### config.mk
export PLATFORM = sky130hd
export DESIGN_NAME = audio_sample_ctrl
export DESIGN_NICKNAME = d
export VERILOG_FILES = /design/src/rtl/audio_sample_ctrl.sv
export SDC_FILE = /design/constraint.sdc
export NUM_CORES = 1
export LEC_CHECK = 0
export ABC_AREA = 1
export BUFFER_PORTS_ARGS = -buffer_cell sky130_fd_sc_hd__buf_2
export CAP_MARGIN = 0
export CORE_MARGIN = 2
export CORE_UTILIZATION = 31
export DETAILED_ROUTE_END_ITERATION = 12
export PLACE_DENSITY = 0.51
export RECOVER_POWER = 100
export SLEW_MARGIN = 20
export SYNTH_ARGS = -nofsm -noshare
export SYNTH_HDL_FRONTEND = slang
export SYNTH_SLANG_ARGS = --single-unit
### constraint.sdc
create_clock -name i_clk_sys -period 2.7 [get_ports i_clk_sys]
set_input_delay 0.135 -clock i_clk_sys [delete_from_list [all_inputs] [get_ports i_clk_sys]]
set_output_delay 0.135 -clock i_clk_sys [all_outputs]
set_load 0.01 [all_outputs]
### src/rtl/audio_sample_ctrl.sv
// audio_sample_ctrl: derives the audio sample-rate tick from clk_sys, captures the
// stereo DAC words and queues them in a small FIFO behind a valid/ready handshake.
// It also keeps saturating overrun/underrun statistics.
module audio_sample_ctrl #(
   parameter int unsigned CLK_RATE    = 14_000_000,
   parameter int unsigned SAMPLE_RATE = 48_000,
   parameter int unsigned DW          = 10,
   parameter int unsigned DEPTH       = 4,
   parameter bit          SIGNED_OUT  = 1'b1
) (
   input  logic          i_clk_sys,
   input  logic          i_reset_n,
   input  logic [DW-1:0] i_dac_l,
   input  logic [DW-1:0] i_dac_r,
   input  logic          i_mute,
   input  logic          i_clear_stats,
   output logic          o_sample_valid,
   input  logic          i_sample_ready,
   output logic [15:0]   o_left_chan,
   output logic [15:0]   o_right_chan,
   output logic          o_tick,
   output logic [4:0]    o_fifo_level,
   output logic [7:0]    o_overrun_cnt,
   output logic [7:0]    o_underrun_cnt
);

   localparam int unsigned AW        = (DEPTH > 1) ? $clog2(DEPTH) : 1;
   localparam logic [31:0] LP_SR     = 32'(SAMPLE_RATE);
   localparam logic [31:0] LP_CR     = 32'(CLK_RATE);
   localparam logic [4:0]  LP_DEPTH  = 5'(DEPTH);

   // Left-justify a DAC word, substitute midscale on mute, optionally flip to signed.
   function automatic logic [15:0] fmt_word(input logic [DW-1:0] d, input logic m);
      logic [15:0] w;
      w = 16'(d) << (16 - DW);
      if (m) begin
         w = 16'h8000;
      end
      if (SIGNED_OUT) begin
         w[15] = ~w[15];
      end
      return w;
   endfunction

   logic [31:0]   r_acc;
   logic          r_tick;
   logic [31:0]   r_mem [DEPTH];
   logic [AW-1:0] r_wr_ptr;
   logic [AW-1:0] r_rd_ptr;
   logic [4:0]    r_level;
   logic [7:0]    r_overrun_cnt;
   logic [7:0]    r_underrun_cnt;
   logic          r_starved;

   logic [31:0]   w_nxt;
   logic          w_full;
   logic          w_pop;
   logic          w_push;
   logic          w_overrun;
   logic          w_underrun;
   logic [31:0]   w_word;

   assign w_nxt      = r_acc + LP_SR;
   assign w_full     = (r_level == LP_DEPTH);
   assign w_pop      = o_sample_valid & i_sample_ready;
   // A full FIFO still takes the new sample when the head leaves on the same edge.
   assign w_push     = r_tick & (~w_full | w_pop);
   assign w_overrun  = r_tick & w_full & ~w_pop;
   assign w_underrun = i_sample_ready & ~o_sample_valid & ~r_starved;
   assign w_word     = {fmt_word(i_dac_l, i_mute), fmt_word(i_dac_r, i_mute)};

   assign o_sample_valid = (r_level != 5'd0);
   assign o_left_chan    = r_mem[r_rd_ptr][31:16];
   assign o_right_chan   = r_mem[r_rd_ptr][15:0];
   assign o_tick         = r_tick;
   assign o_fifo_level   = r_level;
   assign o_overrun_cnt  = r_overrun_cnt;
   assign o_underrun_cnt = r_underrun_cnt;

   // Fractional accumulator: exact average of SAMPLE_RATE ticks per CLK_RATE cycles.
   always_ff @(posedge i_clk_sys or negedge i_reset_n) begin
      if (!i_reset_n) begin
         r_acc  <= 32'd0;
         r_tick <= 1'b0;
      end else if (w_nxt >= LP_CR) begin
         r_acc  <= w_nxt - LP_CR;
         r_tick <= 1'b1;
      end else begin
         r_acc  <= w_nxt;
         r_tick <= 1'b0;
      end
   end

   // FIFO storage, pointers and occupancy.
   always_ff @(posedge i_clk_sys or negedge i_reset_n) begin
      if (!i_reset_n) begin
         for (int i = 0; i < int'(DEPTH); i++) begin
            r_mem[i] <= 32'd0;
         end
         r_wr_ptr <= '0;
         r_rd_ptr <= '0;
         r_level  <= 5'd0;
      end else begin
         if (w_push) begin
            r_mem[r_wr_ptr] <= w_word;
            r_wr_ptr        <= r_wr_ptr + AW'(1);
         end
         if (w_pop) begin
            r_rd_ptr <= r_rd_ptr + AW'(1);
         end
         if (w_push && !w_pop) begin
            r_level <= r_level + 5'd1;
         end else if (w_pop && !w_push) begin
            r_level <= r_level - 5'd1;
         end
      end
   end

   // Saturating statistics; clear takes priority over any coincident increment.
   always_ff @(posedge i_clk_sys or negedge i_reset_n) begin
      if (!i_reset_n) begin
         r_overrun_cnt  <= 8'd0;
         r_underrun_cnt <= 8'd0;
         r_starved      <= 1'b0;
      end else if (i_clear_stats) begin
         r_overrun_cnt  <= 8'd0;
         r_underrun_cnt <= 8'd0;
         r_starved      <= 1'b0;
      end else begin
         if (w_overrun && (r_overrun_cnt != 8'hFF)) begin
            r_overrun_cnt <= r_overrun_cnt + 8'd1;
         end
         if (w_underrun && (r_underrun_cnt != 8'hFF)) begin
            r_underrun_cnt <= r_underrun_cnt + 8'd1;
         end
         // One count per starvation episode; the next accepted push ends it.
         if (w_push) begin
            r_starved <= 1'b0;
         end else if (w_underrun) begin
            r_starved <= 1'b1;
         end
      end
   end

endmodule

==> flow_metrics.env, run 1 <==
export IMPL_status="complete, no violations"
export IMPL_fp_dieW_um=161
export IMPL_whs_ns=0.0290
export IMPL_drtPass1Iterations=4
export IMPL_diodes=0
export IMPL_ys_seq_area_share_pct=43.2
export IMPL_skew_ns=0.0207
export IMPL_fill_cells=2543
export IMPL_dp_slack_ns=-0.0716
export IMPL_avgSynthCellArea_um2=8.32
export IMPL_synth_area_mm2=0.00765
export IMPL_viasPerCell=4.58
export IMPL_grt_pass1_vias=6018
export IMPL_yosysWarnings=0
export IMPL_power_density_mw_per_mm2=636
export IMPL_ioPinCount=80
export IMPL_core_mm2=0.0242
export IMPL_hpwl_mm=12.8
export IMPL_grt_usage_pct=14.7
export IMPL_synth_top_area_share_pct=43.2
export IMPL_cts_root_buf="clkbuf_16"
export IMPL_cts_tree="done"
export IMPL_reg2reg_from="r_acc[7]"
export IMPL_max_freq_ghz=0.402
export IMPL_synth_cell_types=45
export IMPL_wl_per_cell_um=13.8
export IMPL_cts_htree_levels=4
export IMPL_area_growth_pct=18.5
export IMPL_fin_ws_ns=0.215
export IMPL_drc_errors=0
export IMPL_power_leakage_nw=4.65
export IMPL_ys_ff_latch=132
export IMPL_holdCritPathClass="in -> reg"
export IMPL_ir_worst_vdd_mv=0.345
export IMPL_final_cells=1348
export IMPL_min_period_over_period_pct=92.0
export IMPL_wirelength_mm=18.6
export IMPL_start_util_pct=31.6
export IMPL_vias=6176
export IMPL_clockBufferDepth=2
export IMPL_port_buffers=67
export IMPL_synth_cells=920
export IMPL_synth_edf_count=0
export IMPL_critical_path_required_ns=2.99
export IMPL_async_flop_share_pct=100
export IMPL_placed_cell_area_mm2=0.00845
export IMPL_setup_viol=0
export IMPL_die_area_mm2=0.0260
export IMPL_grt_overflow=0
export IMPL_drive_gt1_share_pct=24.0
export IMPL_antenna_found_initial=0
export IMPL_cp_data_arrival_time_ns=2.78
export IMPL_final_common_cell="nand2_1"
export IMPL_worstSetupStartpoint="r_acc[7]"
export IMPL_grt_first_pass_wirelength_mm=30.8
export IMPL_synth_area_top_cells="dfrtp_1 (43%), mux2_2 (12%), nand2_1 (9.6%), nor2_1 (5.8%), inv_1 (4.5%)"
export IMPL_rows=57
export IMPL_crit_type="reg -> reg"
export IMPL_rr_worst_depth=19
export IMPL_cts_reportedPaths_clkPinSlew_ns=0.06
export IMPL_clock_sinks=132
export IMPL_crit_path_end="r_acc[23]"
export IMPL_total_power_mw=5.77
export IMPL_max_cap_violations=0
export IMPL_rrSetupSlack_ns=0.22
export IMPL_synthFlopType="dfrtp_1"
export IMPL_end_kind="flip-flop"
export IMPL_critical_path_reg2reg_endpoint="r_acc[23]"
export IMPL_layout_common_cells="nand2_1 (192), dfrtp_1 (132), nor2_1 (113), inv_1 (91), mux2_2 (80)"
export IMPL_netlist_top_cell_by_area="dfrtp_1"
export IMPL_gp_congestion=0.804
export IMPL_die_y_um=161
export IMPL_cts_buffers_inserted=17
export IMPL_ant_nets=0
export IMPL_worst_pin_slew_ns=1.48
export IMPL_nets=1049
export IMPL_slew_viol_final=0
export IMPL_slew_headroom_pct=1.55
export IMPL_fin_crit_ns=2.48
export IMPL_first_iter_violations=268
export IMPL_crit_fanout=5
export IMPL_dpl_cell_count=1306
export IMPL_setup_worst_path_start_class="flip-flop"
export IMPL_clk_latency_ns=0.41
export IMPL_hold_viol=0
export IMPL_fin_area_mm2=0.00907
export IMPL_grt_max_degree=57
worst max-delay path, cell delays in order (launching register included):
cell	delay (ns)
dfrtp_1	0.39
inv_2	0.05
ha_1	0.22
nand2_1	0.12
nand2_2	0.08
nand2_2	0.11
nand3_2	0.10
nand2_4	0.11
nand3_1	0.08
nand2_1	0.07
nand2_2	0.09
inv_1	0.09
nand2_1	0.08
nor2_2	0.17
nand3_2	0.10
nor2_4	0.18
nor2_2	0.07
buf_4	0.16
nand2_2	0.05
nand2_1	0.04
flip-flops by register name (all words and copies together), names as in the netlist:
signal / count
r_rd_ptr: 2
o_underrun_cnt: 8
o_tick: 1
r_acc: 25
o_fifo_level: 5
r_wr_ptr: 2
o_overrun_cnt: 8
r_mem: 80
r_starved: 1
report_power, final:
| part | switching, mW | internal, mW |
|---|---|---|
| Combinational | 0.874 | 0.446 |
| Clock | 0.955 | 1.40 |
| Sequential | 0.0615 | 2.04 |
| Total | 1.89 | 3.88 |
synth_stat cells, types with 5 or more instances:
cell	number
a21oi_1	15
o22ai_1	20
dfrtp_1	132
nor3_1	7
nand2_1	196
buf_4	15
a21oi_2	5
buf_1	5
nor2_2	5
inv_1	91
ha_1	12
clkbuf_1	18
inv_2	14
o21ai_0	52
mux2_2	80
nor2_4	5
xor2_1	21
nor2_1	119
nand2_2	18
nand4_1	9
nand3_1	43
nand3b_1	5
per-layer routing:
layer	GRT usage, %	up-vias	part of all wire (%)
met5	0	-	0
met4	4.14	0	1.0
met3	2.26	16	3.0
met2	24.7	80	47
met1	19.9	2947	49
li1	-	3133	-
repair_timing:
action	4_1_cts	5_1_grt
gates cloned	1	0
pin swaps	1	10
gates resized for setup	1	10
setup endpoints to repair	17	26
endpoints found under the hold margin	54	0
hold buffers	1	0
buffers inserted	0	8
logic make-up (layout without fill, tap and decap cells):
kind of cell,count (synthesis),count (layout),synth area share (%)
XOR/XNOR,25,25,3.06
buffers and inverters,147,239,8.18
AND/OR/NAND/NOR,419,420,23.8
adder cells (fa/ha/maj),13,13,2.22
AO/OA/AOI/OAI,103,103,7.72
multiplexers,80,80,11.8
other,1,12,0.0490
flip-flops,132,132,43.2
worst min path at each step:
stage          slack (ns)  cells after the start      startpoint                 to
2_1_floorplan       -0.16                      0       i_reset_n    o_fifo_level[0]
3_3_place_gp         0.16                      1       i_reset_n           r_mem[6]
3_5_place_dp         0.16                      1       i_reset_n          r_mem[70]
4_1_cts             0.004                      3  i_sample_ready        r_rd_ptr[0]
5_1_grt              0.04                      2   i_clear_stats  o_underrun_cnt[5]
6_report             0.03                      3  i_sample_ready        r_rd_ptr[0]
through the flow:
stage | utilization [%] | setup TNS, ns
finish | 37.4 | 0
global route | 37.4 | -0.00428
CTS | 37.4 | 0
detailed placement | 34.8 | -0.486
global placement | 34.8 | 0
floorplan | - | 0
area by class of cell:
| type | count | area (µm²) | share of cell area [%] |
|---|---|---|---|
| multi-input combinational | 653 | 3820 | 42.1 |
| inverter | 107 | 404 | 4.46 |
| timing repair buffer | 100 | 544 | 6.00 |
| clock buffer | 19 | 443 | 4.89 |
| sequential | 132 | 3300 | 36.4 |
| clock inverter | 13 | 148 | 1.63 |
| tap | 324 | 405 | 4.47 |
Note: power is estimated with default switching activity, not from simulation.
==> inputs of run 2 (changes only) <==
- CTS_BUF_LIST: unset -> sky130_fd_sc_hd__clkbuf_2
- clock period: 2.7 -> 3.2 ns (I/O delays scaled with it)
==> flow_metrics.env, run 2 (same netlist as run 1, synthesis figures left out) <==
export IMPL_viasPerCell=4.56
export IMPL_power_share_clock_pct=26.6
export IMPL_rows=57
export IMPL_worstSetupStartpoint="r_rd_ptr[0]"
export IMPL_fp_dieW_um=161
export IMPL_drc_errors=0
export IMPL_p_int_mw=2.46
export IMPL_postCtsSetupBuffers=0
export IMPL_reg2reg_from="r_acc[7]"
export IMPL_hold_viol=0
export IMPL_multi_input_area_mm2=0.00375
export IMPL_setup_viol=0
export IMPL_vias=6162
export IMPL_min_period_over_period_pct=88.2
export IMPL_max_freq_ghz=0.354
export IMPL_clock_sinks=132
export IMPL_area_growth_pct=13.8
export IMPL_power_density_mw_per_mm2=453
export IMPL_ant_nets=0
export IMPL_grt_max_degree=58
export IMPL_cp_data_arrival_time_ns=2.66
export IMPL_ff_latch_area_mm2=0.00330
export IMPL_ioPinCount=80
export IMPL_drive_gt1_share_pct=19.3
export IMPL_start_util_pct=31.6
export IMPL_largest_reg_flops=80
export IMPL_cp_buffers_inverters=3
export IMPL_whs_ns=0.168
export IMPL_holdCritPathClass="in -> reg"
export IMPL_setup_worst_path_start_class="flip-flop"
export IMPL_crit_chain="inv_1, clkbuf_2, o21ai_0, o22ai_1, clkbuf_1"
export IMPL_clockBufferDepth=2
export IMPL_rr_worst_depth=19
export IMPL_fill_cells=2588
export IMPL_max_stage_delay_ns=0.54
export IMPL_critical_path_reg2reg_endpoint="r_acc[12]"
export IMPL_end_kind="output pin"
export IMPL_crit_path_end="o_right_chan[11]"
export IMPL_critical_path_required_ns=3.04
export IMPL_crit_type="reg -> out"
export IMPL_wl_per_cell_um=13.9
export IMPL_cp_depth=5
export IMPL_status="complete, no violations"
export IMPL_dp_slack_ns=0.550
export IMPL_utilization_pct=35.9
export IMPL_antenna_found_initial=1
export IMPL_hpwl_mm=12.6
export IMPL_rrSetupSlack_ns=0.49
export IMPL_skew_ns=0.0378
export IMPL_nets=1050
export IMPL_max_cap_violations=0
export IMPL_port_buffers=67
export IMPL_cts_tree="done"
export IMPL_slowest_stage="clkbuf_2"
export IMPL_cts_buffers_inserted=17
export IMPL_cts_root_buf="clkbuf_2"
export IMPL_clk_latency_ns=0.72
export IMPL_cts_reportedPaths_clkPinSlew_ns=0.21
export IMPL_total_power_mw=3.95
export IMPL_grt_overflow=0
export IMPL_fin_crit_ns=2.82
export IMPL_grt_setup_unrepaired="no"
export IMPL_final_common_cell="nand2_1"
export IMPL_wirelength_mm=18.7
export IMPL_crit_fanout=24
export IMPL_drtPass1Iterations=5
export IMPL_fin_setup_tns_ns=0
export IMPL_slew_viol_final=0
export IMPL_p_sw_mw=1.49
export IMPL_combPwrFrac_pct=28.5
export IMPL_die_area_mm2=0.0260
export IMPL_worst_pin_slew_ns=1.48
export IMPL_first_iter_violations=419
export IMPL_grt_first_pass_wirelength_mm=31.3
export IMPL_ir_worst_vdd_mv=0.239
export IMPL_grt_pass1_vias=6141
export IMPL_slew_headroom_pct=1.49
export IMPL_swShare_pct=37.8
export IMPL_top_register="r_mem"
export IMPL_top_regs="r_mem (80), r_acc (25)"
export IMPL_gp_congestion=0.789
export IMPL_core_mm2=0.0242
export IMPL_grt_usage_pct=15.0
export IMPL_fin_ws_ns=0.377
export IMPL_path_delay_family="buffers and inverters"
export IMPL_power_leakage_nw=4.45
export IMPL_cts_htree_levels=4
export IMPL_p_seq_share_pct=44.9
export IMPL_layout_common_cells="nand2_1 (201), dfrtp_1 (132), nor2_1 (116), inv_1 (91), mux2_2 (80)"
export IMPL_die_y_um=161
[run 2: cell types whose count changed in the layout (fill, tap and decap cells not counted), sizes merged]
cell         previous run  this run
buf                    46        29
clkbuf                 72        66
clkinv                  4         6
clkinvlp                4         5
diode                   0         1
dlygate4sd3             1        24
inv                   110       109
nor2                  130       129
[run 2: metal layers]
layer  track usage (%)  wire, µm  vias up  part of all wire [%]
met5                 0         0        -                     0
met4              3.53       187        0                   1.0
met3              3.08       578       15                   3.1
met2              25.7      8760       89                    47
met1              19.6      9210     2916                    49
li1                  -         -     3142                     -
[run 2: how the worst min path moves through the flow]
stage,start,to,slack [ns],cells past startpoint
after global placement,i_reset_n,r_mem[10],0.26,1
after CTS,i_mute,r_mem[119],0.07,3
after global routing,i_mute,r_mem[119],0.08,3
after detailed placement,i_reset_n,r_mem[10],0.26,1
after floorplan,i_reset_n,o_fifo_level[0],-0.14,0
final,i_mute,r_mem[9],0.17,3
[run 2: layout make-up]
| cell class | count | area share [%] |
|---|---|---|
| multi-input combinational | 652 | 43.1 |
| sequential | 132 | 37.9 |
| timing repair buffer | 102 | 6.88 |
| tap | 324 | 4.65 |
| inverter | 107 | 4.64 |
| clock inverter | 15 | 1.80 |
| clock buffer | 17 | 0.977 |
| antenna | 1 | 0.0287 |
[run 2: metrics by stage]
step | cell area [µm²] | cells
3_5_place_dp | 8330 | 1292
2_1_floorplan | 7690 | 931
5_1_grt | 8710 | 1350
6_report | 8710 | 1350
4_1_cts | 8830 | 1349
3_3_place_gp | 8330 | 1292
[run 2: repair_timing]
| item | CTS | global route |
|---|---|---|
| hold buffers | 25 | 0 |
| resized for setup | 0 | 0 |
| endpoints found under the hold margin | 233 | 0 |
| setup endpoints to repair | 0 | 0 |
[run 2: power groups by stage]
stage / sequential (mW) / clock [mW] / combinational (mW)
2_1_floorplan: 1.81 / 0 / 0.697
3_3_place_gp: 1.80 / 0 / 1.17
3_5_place_dp: 1.80 / 0 / 1.17
4_1_cts: 1.77 / 1.10 / 1.20
5_1_grt: 1.79 / 1.17 / 1.28
6_report: 1.77 / 1.05 / 1.13
[run 2: tightest hold or removal path, cell delays in order]
cell and delay [ns]:
buf_2 0.26, nor2_1 0.25, mux2_2 0.18
